===== src/rtl/ysyx_22050039_lsu.sv =====
// Load/store unit: accepts one EXU op, runs at most one data-memory access and
// returns a single write-back result (data, destination, enable, error code).
module ysyx_22050039_lsu #(
    parameter int unsigned XLEN    = 64,
    parameter int unsigned TIMEOUT = 255
) (
    input  logic            clk,
    input  logic            rst,
    input  logic            in_valid,
    output logic            in_ready,
    input  logic [1:0]      in_op,
    input  logic [1:0]      in_size,
    input  logic            in_unsigned,
    input  logic [XLEN-1:0] in_addr,
    input  logic [XLEN-1:0] in_wdata,
    input  logic [4:0]      in_rd,
    output logic            mem_req,
    output logic            mem_we,
    output logic [XLEN-1:0] mem_addr,
    output logic [XLEN-1:0] mem_wdata,
    output logic [7:0]      mem_wmask,
    input  logic            mem_ready,
    input  logic [XLEN-1:0] mem_rdata,
    output logic            out_valid,
    input  logic            out_ready,
    output logic [XLEN-1:0] out_data,
    output logic [4:0]      out_rd,
    output logic            out_wen,
    output logic [1:0]      out_err
);

    localparam logic [1:0] S_IDLE   = 2'd0;
    localparam logic [1:0] S_MEM    = 2'd1;
    localparam logic [1:0] S_RESP   = 2'd2;
    localparam logic [1:0] OP_LOAD  = 2'd1;
    localparam logic [1:0] OP_STORE = 2'd2;
    localparam logic [7:0] TMO_LAST = 8'(TIMEOUT - 1);

    logic [1:0]      state;
    logic [7:0]      cnt;
    logic [1:0]      size_q;
    logic            uns_q;
    logic            load_q;
    logic [2:0]      off_q;
    logic [4:0]      rd_q;
    logic            wen_q;

    logic            accept;
    logic            is_mem;
    logic            misal;
    logic [7:0]      bmask;
    logic [2:0]      amask;
    logic [XLEN-1:0] shifted;
    logic [XLEN-1:0] ld_ext;

    assign in_ready  = (state == S_IDLE) | ((state == S_RESP) & out_ready);
    assign accept    = in_valid & in_ready;
    assign mem_req   = (state == S_MEM);
    assign out_valid = (state == S_RESP);
    assign out_wen   = (state == S_RESP) & wen_q;
    assign is_mem    = (in_op == OP_LOAD) | (in_op == OP_STORE);
    assign misal     = |(in_addr[2:0] & amask);
    assign shifted   = mem_rdata >> {off_q, 3'b000};

    always_comb begin
        bmask = 8'h01;
        amask = 3'b000;
        case (in_size)
            2'd0: begin bmask = 8'h01; amask = 3'b000; end
            2'd1: begin bmask = 8'h03; amask = 3'b001; end
            2'd2: begin bmask = 8'h0f; amask = 3'b011; end
            default: begin bmask = 8'hff; amask = 3'b111; end
        endcase
    end

    always_comb begin
        ld_ext = shifted;
        case (size_q)
            2'd0: ld_ext = uns_q ? {{(XLEN-8){1'b0}}, shifted[7:0]}
                                 : {{(XLEN-8){shifted[7]}}, shifted[7:0]};
            2'd1: ld_ext = uns_q ? {{(XLEN-16){1'b0}}, shifted[15:0]}
                                 : {{(XLEN-16){shifted[15]}}, shifted[15:0]};
            2'd2: ld_ext = uns_q ? {{(XLEN-32){1'b0}}, shifted[31:0]}
                                 : {{(XLEN-32){shifted[31]}}, shifted[31:0]};
            default: ld_ext = shifted;
        endcase
    end

    always_ff @(posedge clk or negedge rst) begin
        if (!rst) begin
            state     <= S_IDLE;
            cnt       <= '0;
            size_q    <= '0;
            uns_q     <= 1'b0;
            load_q    <= 1'b0;
            off_q     <= '0;
            rd_q      <= '0;
            wen_q     <= 1'b0;
            mem_we    <= 1'b0;
            mem_addr  <= '0;
            mem_wdata <= '0;
            mem_wmask <= '0;
            out_data  <= '0;
            out_rd    <= '0;
            out_err   <= '0;
        end else begin
            case (state)
                S_IDLE, S_RESP: begin
                    if (accept) begin
                        if (!is_mem) begin
                            state    <= S_RESP;
                            out_data <= in_addr;
                            out_err  <= 2'd0;
                            wen_q    <= (in_rd != 5'd0);
                            out_rd   <= in_rd;
                        end else if (misal) begin
                            state    <= S_RESP;
                            out_data <= '0;
                            out_err  <= 2'd1;
                            wen_q    <= 1'b0;
                            out_rd   <= in_rd;
                        end else begin
                            // out_* stay untouched until the access resolves
                            state     <= S_MEM;
                            cnt       <= '0;
                            size_q    <= in_size;
                            uns_q     <= in_unsigned;
                            load_q    <= (in_op == OP_LOAD);
                            off_q     <= in_addr[2:0];
                            rd_q      <= in_rd;
                            mem_we    <= (in_op == OP_STORE);
                            mem_addr  <= {in_addr[XLEN-1:3], 3'b000};
                            mem_wdata <= in_wdata << {in_addr[2:0], 3'b000};
                            mem_wmask <= bmask << in_addr[2:0];
                        end
                    end else if (state == S_RESP && out_ready) begin
                        state <= S_IDLE;
                    end
                end
                S_MEM: begin
                    if (mem_ready) begin
                        state    <= S_RESP;
                        out_data <= load_q ? ld_ext : '0;
                        out_err  <= 2'd0;
                        wen_q    <= load_q & (rd_q != 5'd0);
                        out_rd   <= rd_q;
                    end else if (cnt == TMO_LAST) begin
                        state    <= S_RESP;
                        out_data <= '0;
                        out_err  <= 2'd2;
                        wen_q    <= 1'b0;
                        out_rd   <= rd_q;
                    end else begin
                        cnt <= cnt + 8'd1;
                    end
                end
                default: state <= S_IDLE;
            endcase
        end
    end

endmodule


===== config.mk =====
export PLATFORM = sky130hd
export DESIGN_NAME = ysyx_22050039_lsu
export DESIGN_NICKNAME = d
export VERILOG_FILES = /design/src/rtl/ysyx_22050039_lsu.sv
export SDC_FILE = /design/constraint.sdc
export NUM_CORES = 1
export LEC_CHECK = 0
export ABC_AREA = 1
export BUFFER_PORTS_ARGS = -buffer_cell sky130_fd_sc_hd__buf_2
export CORE_MARGIN = 5
export CORE_UTILIZATION = 50
export CTS_CLUSTER_SIZE = 28
export DETAILED_ROUTE_END_ITERATION = 8
export PLACE_DENSITY = 0.78
export SYNTH_ARGS = -nofsm -noshare
export SYNTH_HDL_FRONTEND = slang
export SYNTH_SLANG_ARGS = --single-unit

===== constraint.sdc =====
create_clock -name clk -period 2.3 [get_ports clk]
set_clock_uncertainty 0.2 [all_clocks]
set_input_delay 0.46 -clock clk [delete_from_list [all_inputs] [get_ports clk]]
set_output_delay 0.46 -clock clk [all_outputs]
set_load 0.01 [all_outputs]

==> metrics <==
outcome=finished, final reports clean; routed vias/inst=between 5 and 6; final setup margin=slightly below 0.09 ns; Leak Pwr=roughly 9 nW; Max-Cap Viols=0; CP top delay family=buffers and inverters; Mapped Cells=~1.9k; critical path, cell by cell=buf_4 > nor2_4 > buf_4 > buf_2; Vias=~15k; Setup CP Type=reg -> out; CTS tree=yes; Synth async-reset ratio=100%; RSZ-0062 raised after global routing=no; Max Buffers Root-to-Sink=3; Root Driver=clkbuf_16; cell area after layout=17,000 sq um; dpl hpwl=around 40 mm; FILL cells=2,413; chip height=around 170 um; Reg clk slew, reported paths=approximately 0.06 ns; crit path max fanout=7; Final setup viols=0; peak supply drop=0.617 mV; Core Footprint=around 26,000 sq um; CP Launch Type=flop; critical path's slowest cell=dfrtp_1; Core Rows=59; Min-Delay Path Class=in -> reg; H-tree depth=1; largest area contributor in the netlist=dfrtp_1; Post-synth EDFFs=0; vias in the first global route=around 14k; mapped cell area=~13,000 sq um; Syn. warnings=0; count leader, synth=nand2_1; first-pass GRT wire length=slightly below 80 mm; Slew Limit Fails=0; Synth-to-Final Area Change=26.9%; initial antenna violation count=8; Reg area=~5700 sq um; Final period util=between 90% and 100%; GRT Residual Overflow=0; Seq/Total Area, Yosys=a little over two fifths; CTS Sinks=228; slew of the pin with the lowest slew margin=0.696 ns; # Post-CTS Setup Buffers=0; I/O Buffers=approximately 420; die area=around 30,000 sq um; pin count of the biggest net entering global routing=118; Final ANT Viol Nets=0; DR iter-0 viols=around 1.2k; IO Count=~420; Yosys cell types=42; crit-path max cell delay=about 0.39 ns; Post-synth top cells=nand2_1, dfrtp_1, nor2_1; DRT Pass-1 Iters=6; Die Wd=between 150 and 200 um; top_reg_cell synth=dfrtp_1; WP buf/inv=3; starting density of the core=about half; clock latency on the worst-skew pair=0.52 ns; Slew headroom=a little over half; GR Util All Layers=around a third; Wirelength per Cell=just under 20 um; Setup crit end kind=output pin; FMAX=452 MHz; CTS buffer count=24; Fin. Hold Viols=0; Cell Area, Placed=16,100 sq um; #FFs+latches synth=228; worst slack, placed=-0.179 ns; Final Wtd Congestion=a little under 1; Arrival @ worst endpoint=around 1.6 ns; DRC viols=0; share of layout cells above drive strength 1=between 20% and 30%; most used cell, CP=buf_4; Area contributors post-synth=dfrtp_1, nand2_1, o21ai_0; multi-input combinational cell area=approximately 6500 sq um; area share of the largest cell type after synthesis=42.6%; power density over the cells=roughly 1200 nW/um^2; Final nets=around 2.5k; fin crit period=2.21 ns; Avg Synthesized Cell Area=between 7 and 8 sq um; required time worst endpoint=~1.6 ns; Total Wirelength=about 51 mm
[worst register-to-register path, delay by kind of cell (launching register included)]
family	cells	cell delay (ns)
and+or+nand+nor	5	0.71
DFF	1	0.39
AOI/OAI and AO/OA	2	0.32
buffers and inverters	3	0.42
[where the power goes]
part	leakage, nW	switching, mW	internal [mW]
logic	5.92	6.08	3.57
clock network	0.365	1.61	2.11
registers	2.86	1.09	5.68
total	9.15	8.78	11.4
[logic make-up (layout without fill, tap and decap cells)]
family | Yosys count | count (layout) | synth area share (%)
compound gates | 429 | 429 | 18.0
other cells | 1 | 5 | 0.0280
simple gates | 960 | 960 | 28.9
fa+ha+maj | 4 | 4 | 0.374
flops | 228 | 228 | 42.6
mux | 13 | 13 | 0.972
xor+xnor | 3 | 3 | 0.196
buf+inv | 263 | 677 | 8.83
[cells in the final DEF (no fill, tap or decap), types with 2 or more instances in the layout]
cell and n:
clkbuf_1 6, clkinv_1 2, clkinv_4 2, o21ai_0 207, xor2_1 3, o31ai_1 8
nor2_4 2, o21ai_1 10, nand2_1 575, buf_2 414, a21boi_0 2, mux2i_1 13
nor3b_1 2, buf_12 17, nand3_1 129, dlygate4sd3_1 10, a21oi_2 10, o22ai_1 8
clkbuf_16 25, buf_4 71, a22o_1 7, nor2_2 2, inv_1 111, nand2_2 2
o211ai_1 49, ha_1 4, nand2_4 4, nor2_1 226, diode_2 2, clkbuf_8 6
inv_2 7, a22oi_1 16, nand4_1 5, nor3_1 4, dfrtp_1 227, conb_1 3
a21oi_1 110, nand3_2 2
[final timing paths]
kind | startpoint | end | slack (ns) | cells after the start
max in group asynchronous | rst | out_data[18] | 0.95 | 3
worst max register to register | state[1] | out_data[8] | 0.18 | 10
worst max-delay path | state[1] | mem_req | 0.09 | 4
min in group asynchronous | rst | mem_addr[25] | 0.25 | 2
worst min-delay path | in_addr[34] | mem_addr[34] | 0.02 | 3
worst min register to register | mem_wdata[2] | mem_wdata[2] | 0.28 | 2
[layer usage]
layer | global-route usage (%) | up-vias | wire length (um)
met2 | 54.6 | 734 | 24300
met1 | 39.6 | 6806 | 19400
li1 | - | 7000 | -
met3 | 8.24 | 133 | 4720
met5 | 0 | - | 84
met4 | 15.3 | 14 | 2690
[metrics by stage]
step / TNS [ns] / power, mW / hold slack (ns) / utilization [%] / instances
after floorplan: 0 / 12.3 / -0.0356 / - / 1903
after global placement: -5.35 / 16.1 / 0.205 / 61.4 / 2601
final: 0 / 20.1 / 0.0177 / 64.8 / 2654
after global routing: 0 / 21.5 / 0.0128 / 64.8 / 2653
after CTS: 0 / 20.0 / 0.000844 / 64.6 / 2651
after detailed placement: -12.06 / 16.2 / 0.203 / 61.4 / 2601
[registers in the layout (all words and copies together), names as in the netlist, 3 cells and up]
signal	flops
rd_q	5
mem_addr	61
cnt	8
out_rd	5
mem_wdata	64
off_q	3
out_data	64
mem_wmask	8
[repair_timing]
action                     4_1_cts  5_1_grt
hold endpoints to repair        56        0
gates cloned                     0        1
hold buffers                    10        0
setup endpoints to repair        1       45
resized for setup                1        9
[cell type report]
class / instances / area share [%]
Multi-Input combinational cell: 1412 / 38.4
Sequential cell: 228 / 33.6
Timing Repair Buffer: 516 / 18.4
Clock buffer: 36 / 4.15
Inverter: 121 / 2.70
Tap cell: 335 / 2.47
Clock inverter: 4 / 0.228
Antenna cell: 2 / 0.0295
(Power assumes the default switching activity.)
